==> src/rtl/spmm_sched.sv <==
// Central sequencer for the SpMM tile engine: RHS load, LHS stream, PE drain, output dump.
// Optional perf counters are built only when SPMM_SCHED_PERF_EN is defined.
module spmm_sched #(
    parameter int N        = 16,
    parameter int PE_DELAY = $clog2(N) + 1,
    localparam int CW      = $clog2(N),
    localparam int BW      = (N > 4) ? $clog2(N / 4) : 1
) (
    input  logic          clock,
    input  logic          reset,
    input  logic          rhs_start,
    input  logic          lhs_start,
    input  logic          lhs_ws,
    input  logic          lhs_os,
    input  logic          out_start,
    output logic          rhs_ready,
    output logic          lhs_ready_ns,
    output logic          lhs_ready_ws,
    output logic          lhs_ready_os,
    output logic          lhs_ready_wos,
    output logic          out_ready,
    output logic          rhs_we,
    output logic [BW-1:0] rhs_beat,
    output logic          lhs_fire,
    output logic [CW-1:0] lhs_row,
    output logic          acc_clear,
    output logic          acc_we,
    output logic [CW-1:0] acc_row,
    output logic          out_rd_en,
    output logic [BW-1:0] out_beat,
    output logic          busy,
    output logic          err,
    output logic [31:0]   perf_cycles,
    output logic [31:0]   perf_jobs,
    output logic [2:0]    state_dbg
);
    typedef enum logic [2:0] {
        S_IDLE, S_RHS_LOAD, S_READY, S_LHS_RUN, S_DRAIN, S_OUT_DUMP
    } state_t;

    localparam logic [CW-1:0] LAST_BEAT = CW'(N / 4 - 1);
    localparam logic [CW-1:0] LAST_ROW  = CW'(N - 1);

    state_t        state, state_nxt, ret_state, ret_nxt;
    logic [CW-1:0] cnt, cnt_nxt;
    logic          acc_valid, acc_valid_nxt, ws_q, ws_nxt, err_nxt;
    logic          lhs_sel_ready, out_acc, rhs_acc, lhs_acc, violation;
    logic [PE_DELAY-1:0] fire_pipe;
    logic [CW-1:0]       row_pipe [PE_DELAY];

    // Handshake: a start is taken only in a cycle where its ready (a pure function of
    // registered state) is high; out_start wins ties, a start with ready low sets err.
    assign rhs_ready     = (state == S_IDLE);
    assign lhs_ready_ns  = (state == S_READY) && !acc_valid;
    assign lhs_ready_ws  = (state == S_READY) && !acc_valid;
    assign lhs_ready_os  = (state == S_READY) && acc_valid;
    assign lhs_ready_wos = (state == S_READY) && acc_valid;
    assign out_ready     = ((state == S_IDLE) || (state == S_READY)) && acc_valid;
    assign busy          = (state != S_IDLE) && (state != S_READY);
    assign state_dbg     = state;
    assign acc_we        = fire_pipe[PE_DELAY-1];
    assign acc_row       = row_pipe[PE_DELAY-1];

    always_comb begin
        case ({lhs_ws, lhs_os})
            2'b00:   lhs_sel_ready = lhs_ready_ns;
            2'b10:   lhs_sel_ready = lhs_ready_ws;
            2'b01:   lhs_sel_ready = lhs_ready_os;
            default: lhs_sel_ready = lhs_ready_wos;
        endcase
    end

    assign out_acc   = reset && out_start && out_ready;
    assign rhs_acc   = reset && rhs_start && rhs_ready && !out_acc;
    assign lhs_acc   = reset && lhs_start && lhs_sel_ready && !out_acc;
    assign violation = (out_start && !out_ready)
                     || (rhs_start && !rhs_ready && !out_acc)
                     || (lhs_start && !lhs_sel_ready && !out_acc);

    always_comb begin
        state_nxt     = state;
        cnt_nxt       = cnt;
        acc_valid_nxt = acc_valid;
        ws_nxt        = ws_q;
        ret_nxt       = ret_state;
        err_nxt       = err || violation;
        rhs_we        = 1'b0;
        rhs_beat      = '0;
        lhs_fire      = 1'b0;
        lhs_row       = '0;
        acc_clear     = 1'b0;
        out_rd_en     = 1'b0;
        out_beat      = '0;
        if (out_acc) begin
            out_rd_en = 1'b1;
            ret_nxt   = state;
            cnt_nxt   = CW'(1);
            if (N / 4 == 1) acc_valid_nxt = 1'b0;
            else            state_nxt     = S_OUT_DUMP;
        end else if (rhs_acc) begin
            rhs_we    = 1'b1;
            cnt_nxt   = CW'(1);
            state_nxt = (N / 4 == 1) ? S_READY : S_RHS_LOAD;
        end else if (lhs_acc) begin
            lhs_fire  = 1'b1;
            acc_clear = !lhs_os;
            ws_nxt    = lhs_ws;
            cnt_nxt   = CW'(1);
            state_nxt = S_LHS_RUN;
        end else begin
            case (state)
                S_RHS_LOAD: begin
                    rhs_we   = 1'b1;
                    rhs_beat = cnt[BW-1:0];
                    if (cnt == LAST_BEAT) begin
                        cnt_nxt   = '0;
                        state_nxt = S_READY;
                    end else cnt_nxt = cnt + CW'(1);
                end
                S_LHS_RUN: begin
                    lhs_fire = 1'b1;
                    lhs_row  = cnt;
                    if (cnt == LAST_ROW) begin
                        cnt_nxt   = '0;
                        state_nxt = S_DRAIN;
                    end else cnt_nxt = cnt + CW'(1);
                end
                S_DRAIN: begin
                    // The last row leaving the PE pipeline closes the job.
                    if (acc_we && acc_row == LAST_ROW) begin
                        acc_valid_nxt = 1'b1;
                        state_nxt     = ws_q ? S_READY : S_IDLE;
                    end
                end
                S_OUT_DUMP: begin
                    out_rd_en = 1'b1;
                    out_beat  = cnt[BW-1:0];
                    if (cnt == LAST_BEAT) begin
                        cnt_nxt       = '0;
                        acc_valid_nxt = 1'b0;
                        state_nxt     = ret_state;
                    end else cnt_nxt = cnt + CW'(1);
                end
                default: ;
            endcase
        end
    end

    always_ff @(posedge clock or negedge reset) begin
        if (!reset) begin
            state     <= S_IDLE;
            ret_state <= S_IDLE;
            cnt       <= '0;
            acc_valid <= 1'b0;
            ws_q      <= 1'b0;
            err       <= 1'b0;
        end else begin
            state     <= state_nxt;
            ret_state <= ret_nxt;
            cnt       <= cnt_nxt;
            acc_valid <= acc_valid_nxt;
            ws_q      <= ws_nxt;
            err       <= err_nxt;
        end
    end

    always_ff @(posedge clock or negedge reset) begin
        if (!reset) begin
            fire_pipe <= '0;
            for (int i = 0; i < PE_DELAY; i++) row_pipe[i] <= '0;
        end else begin
            fire_pipe[0] <= lhs_fire;
            row_pipe[0]  <= lhs_row;
            for (int i = 1; i < PE_DELAY; i++) begin
                fire_pipe[i] <= fire_pipe[i-1];
                row_pipe[i]  <= row_pipe[i-1];
            end
        end
    end

`ifdef SPMM_SCHED_PERF_EN
    always_ff @(posedge clock or negedge reset) begin
        if (!reset) begin
            perf_cycles <= '0;
            perf_jobs   <= '0;
        end else begin
            if (busy)    perf_cycles <= perf_cycles + 32'd1;
            if (lhs_acc) perf_jobs   <= perf_jobs + 32'd1;
        end
    end
`else
    assign perf_cycles = '0;
    assign perf_jobs   = '0;
`endif
endmodule

==> config.mk <==
export PLATFORM = sky130hd
export DESIGN_NAME = spmm_sched
export DESIGN_NICKNAME = d
export VERILOG_FILES = /design/src/rtl/spmm_sched.sv
export SDC_FILE = /design/constraint.sdc
export NUM_CORES = 1
export LEC_CHECK = 0
export CORE_ASPECT_RATIO = 1.5
export CORE_MARGIN = 5
export CORE_UTILIZATION = 30
export CTS_CLUSTER_DIAMETER = 120
export DETAILED_ROUTE_END_ITERATION = 12
export GPL_TIMING_DRIVEN = 1
export HOLD_SLACK_MARGIN = 0.02
export PLACE_DENSITY_LB_ADDON = 0.2
export SKIP_LAST_GASP = 1
export SLEW_MARGIN = 20
export SYNTH_ARGS = -nofsm -noshare
export SYNTH_HDL_FRONTEND = slang
export SYNTH_SLANG_ARGS = --single-unit
export TNS_END_PERCENT = 30
==> constraint.sdc <==
create_clock -name clock -period 3.1 [get_ports clock]
set_input_delay 0.62 -clock clock [delete_from_list [all_inputs] [get_ports clock]]
set_output_delay 0.62 -clock clock [all_outputs]
set_load 0.02 [all_outputs]
== Yosys cells after proc, flatten, opt, wreduce, memory -nomap -nowiden ==
Cells that the tools add are included.

* Register bits: 38
* Input port bits: 7
* Output and inout bits: 92
* Logic and storage cells: 117

* Add/sub/neg operators: 1
* Equality and inequality tests: 16
* Multiplexer cells: 46
* Bitwise operators: 3
* Reductions and logical operators: 39

{| class="wikitable"
|+ Operator list
! operator !! count
|-
| $mux W4 || 9
|-
| $mux W3 || 7
|-
| $ne A5 B5 Y1 const B || 4
|-
| $logic_and A1 B1 Y1 || 18
|-
| $mux W1 || 18
|-
| $mux W2 || 9
|-
| $pmux W3 S4 || 1
|-
| $eq A4 B4 Y1 const B || 2
|-
| $pmux W4 S2 || 1
|-
| $reduce_bool A7 Y1 || 1
|-
| $eq A3 B2 Y1 const B || 2
|-
| $eq A3 B3 Y1 const B || 2
|-
| $logic_not A1 Y1 || 6
|-
| $reduce_and A6 Y1 || 1
|-
| $reduce_and A5 Y1 || 1
|-
| $reduce_bool A5 Y1 || 1
|-
| $add A4 B1 Y4 const B || 1
|-
| $eq A4 B2 Y1 const B || 1
|-
| $logic_or A1 B1 Y1 || 4
|-
| $ne A2 B2 Y1 const B || 2
|-
| $reduce_or A2 Y1 || 2
|-
| $eq A3 B1 Y1 const B || 1
|-
| $logic_not A3 Y1 || 1
|-
| $ne A3 B2 Y1 const B || 1
|-
| other kinds (7) || 9
|}

== Logic depth before layout (Yosys ltp) ==
* Depth after elaboration: 9
* Gate-level depth with buffers: 6
* Gate-level depth less buffers: 5

== Worst setup path after synthesis ==
No wires, ideal clock.

* Path type: register to output
* Start point: reg state[0], in the netlist state_dbg[0]
* End point: out lhs_ready_ws
* Arrival: 1.766 ns
* Data required time: 2.480 ns
* Path slack: 0.714 ns
* Cell stages (with the launch flop): 6
* Path buffers: 2
* Path through: dfrtp_1 > buf_6 > nor2_1 > inv_1 > nor3_1 > buf_4

* Cells in the longest elaborated chain, start to end: 2

{| class="wikitable"
|+ RTL lines
! what !! RTL line !! text
|-
| start, declared || 44 || <nowiki>state_t state, state_nxt, ret_state, ret_nxt;</nowiki>
|-
| start signal, assigned || 158 || <nowiki>state <= state_nxt;</nowiki>
|-
| $eq A3 B2 Y1 || - ||
|-
| $logic_and A1 B1 Y1 || - ||
|-
| end, declared || 18 || <nowiki>output logic lhs_ready_ws,</nowiki>
|}

Every way passes these cells.

== Worst setup path in the final report ==
* Start point: in rhs_start
* End point: out rhs_we

* Cells in the longest elaborated chain, start to end: 5

{| class="wikitable"
|+ RTL lines
! what !! RTL line !! text
|-
| start, declared || 11 || <nowiki>input logic rhs_start,</nowiki>
|-
| $logic_and A1 B1 Y1 (3 in a row) || 74 || <nowiki>assign rhs_acc = reset && rhs_start && rhs_ready && !out_acc;</nowiki>
|-
| $mux W1 || 100 || <nowiki>end else if (rhs_acc) begin</nowiki>
|-
| $mux W1 || 94 || <nowiki>if (out_acc) begin</nowiki>
|-
| end, declared || 22 || <nowiki>output logic rhs_we,</nowiki>
|}

Every way passes these cells.

==> impl_metrics.json <==
{
  "run_status": "completed",
  "layout_commonest_cell": "conb_1",
  "cts_sinks": 38,
  "vias_per_cell": 4.24,
  "start_kind": "input port",
  "htreeDepth": 2,
  "clockRootBuffer": "clkbuf_8",
  "leakagePower_uw": 0.00117,
  "drive_gt1_share_pct": 12.3,
  "grt_pass1_vias": 1285,
  "syn-instance-count": 206,
  "grt_use_total_pct": 9.28,
  "grt.overflow.total": 0,
  "power.density_nw_per_um2": 899,
  "ioPinCount": 99,
  "synth.avg_cell_area_um2": 10.5,
  "die_w_um": 79.3,
  "multi_input_area_um2": 852,
  "fp-row-count": 38,
  "placed_area_um2": 2320,
  "final_util_pct": 34.4,
  "design_area_um2": 2450,
  "cts_tree": "built",
  "synth_edf_count": 0,
  "synth.distinct_cells": 48,
  "critPathArrivalTime_ns": 2.37,
  "dr.pass1.iters": 4,
  "path_class": "input port to primary output",
  "synthArstFlopShare_pct": 100,
  "layout_common_cells": "conb_1, dfrtp_1, clkdlybuf4s50_1, nor2_1",
  "drt_wl_total_mm": 4.21,
  "critPathCaptureType": "primary output",
  "ys.flop_type": "dfrtp_1",
  "drt-initial-drc-count": 30,
  "final_nets": 250,
  "hpwlAfterDp_mm": 3.38,
  "antenna_found_initial": 0,
  "worstHoldPathType": "input port to asynchronous set/reset pin",
  "die_height_um": 114,
  "slew_violations": 0,
  "die-area_um2": 9030,
  "synthToLayoutAreaGrowth_pct": 13.7,
  "ys_warn_count": 0,
  "grt_max_degree": 17,
  "cts_buffer_depth": 2,
  "ant_nets": 0,
  "place_congestion": 0.752,
  "antenna_cells": 0,
  "fillers": 732,
  "cts_buffers": 5,
  "crit_path_start": "rhs_start",
  "clk_latency_ns": 0.29,
  "fin_crit_ns": 2.99,
  "ff2ff_path_depth": 5,
  "ctsHoldBuffers": 0,
  "hold_violations": 0,
  "cap_violations": 0,
  "yosysSeqAreaShare_pct": 44.1,
  "postCtsSetupRepairBufs": 0,
  "r2r_slack_ns": 1.30,
  "path_max_fanout": 3,
  "max_freq_ghz": 0.334,
  "core_um2": 7130,
  "drc": 0,
  "fin_setup_tns_ns": 0,
  "grt_pass1_wl_mm": 6.51,
  "rsz0062_at_grt": "no",
  "finClkSkew_ns": 0.00474,
  "seqCellArea_um2": 951,
  "max-vdd-ir-drop_mv": 0.281,
  "fin_crit_sh_pct": 96.5,
  "dp_cells": 315,
  "synth_area_um2": 2160,
  "cts-resized-gates": 0,
  "required_ns": 2.48,
  "finalSetupViolCount": 0,
  "r2r_end": "state_dbg[1]",
  "wl_per_cell_um": 13.0,
  "initial_core_util_pct": 30.3,
  "synth_seq_cells": 38,
  "io_buffers": 34,
  "fin_cells": 323,
  "r2r-start": "state_dbg[1]",
  "clk_pin_slew_ns": 0.08,
  "vias": 1371
}
## layer usage
metal | vias to the layer above | global-route usage (%) | wire length [µm]
met2 | 73 | 16.5 | 2230
met1 | 661 | 10.4 | 1600
met3 | 6 | 2.05 | 302
met4 | 0 | 4.24 | 77
met5 | - | 0 | 0
li1 | 631 | - | -
## worst max-delay path by stage
stage	end	slack, ns	cells past startpoint
floorplan	lhs_ready_ws	0.71	5
global placement	rhs_we	0.09	5
detailed placement	rhs_we	0.1	5
CTS	rhs_we	0.1	5
global route	lhs_fire	0.03	5
finish	rhs_we	0.11	5
## where the power goes
part	internal (µW)	switching (µW)	leakage [µW]
clock network	322	177	0.0000683
logic	384	524	0.000619
registers	673	127	0.000487
## synth_stat cells, drive strengths merged (2+ instances only)
cell type / instances / area [µm²]
nor2: 10 / 37.5
nand2: 6 / 22.5
o22ai: 2 / 12.5
or2b: 2 / 17.5
or3: 3 / 23.8
buf: 74 / 561
and3: 4 / 25.0
nand2b: 5 / 31.3
dfrtp: 38 / 951
a211o: 2 / 17.5
mux2: 4 / 45.0
nand3: 2 / 10.0
o32a: 2 / 20.0
nand4: 3 / 18.8
o21ai: 5 / 25.0
and2: 3 / 18.8
inv: 7 / 26.3
o31ai: 2 / 15.0
a21boi: 2 / 15.0
nand3b: 2 / 15.0
a21oi: 6 / 33.8
nor2b: 2 / 12.5
## cell families (layout without fill, tap and decap cells)
logic type	after synthesis	in the layout	share of synthesized area (%)
buf+inv	82	56	27.4
simple gates	49	49	14.1
flops	38	38	44.1
compound gates	30	30	11.1
mux	4	4	2.09
fa+ha+maj	1	1	0.580
other cells	1	64	0.174
xor+xnor	1	1	0.406
## flip-flops by register name, summed over array words and instances, names as in the netlist
| register | cells |
|---|---|
| acc_valid | 1 |
| row_pipe | 16 |
| ws_q | 1 |
| fire_pipe | 5 |
| state_dbg | 3 |
| acc_row | 4 |
| err | 1 |
| cnt | 4 |
| ret_state | 3 |
## critical path: stages
cell and delay (ns):
clkdlybuf4s50_1 0.49, or2b_2 0.35, a211o_1 0.23, o21ai_0 0.06
clkdlybuf4s50_1 0.62
## cell type report
cell class | instances | area share (%)
well taps | 80 | 4.08
inverters | 7 | 1.07
multi-input cells | 149 | 34.7
clock inverters | 3 | 2.80
repair buffers | 41 | 15.8
flip-flops and latches | 38 | 38.7
clock buffers | 5 | 2.80
## through the flow
stage               hold WS (ns)  power [µW]  setup slack [ns]
floorplan                  0.324        1460             0.714
global placement           0.333        1730            0.0935
detailed placement         0.335        1730            0.0993
CTS                        0.346        2240            0.0952
global route               0.356        2350            0.0343
finish                     0.344        2210             0.109
Note: power is estimated with default switching activity, not from simulation.
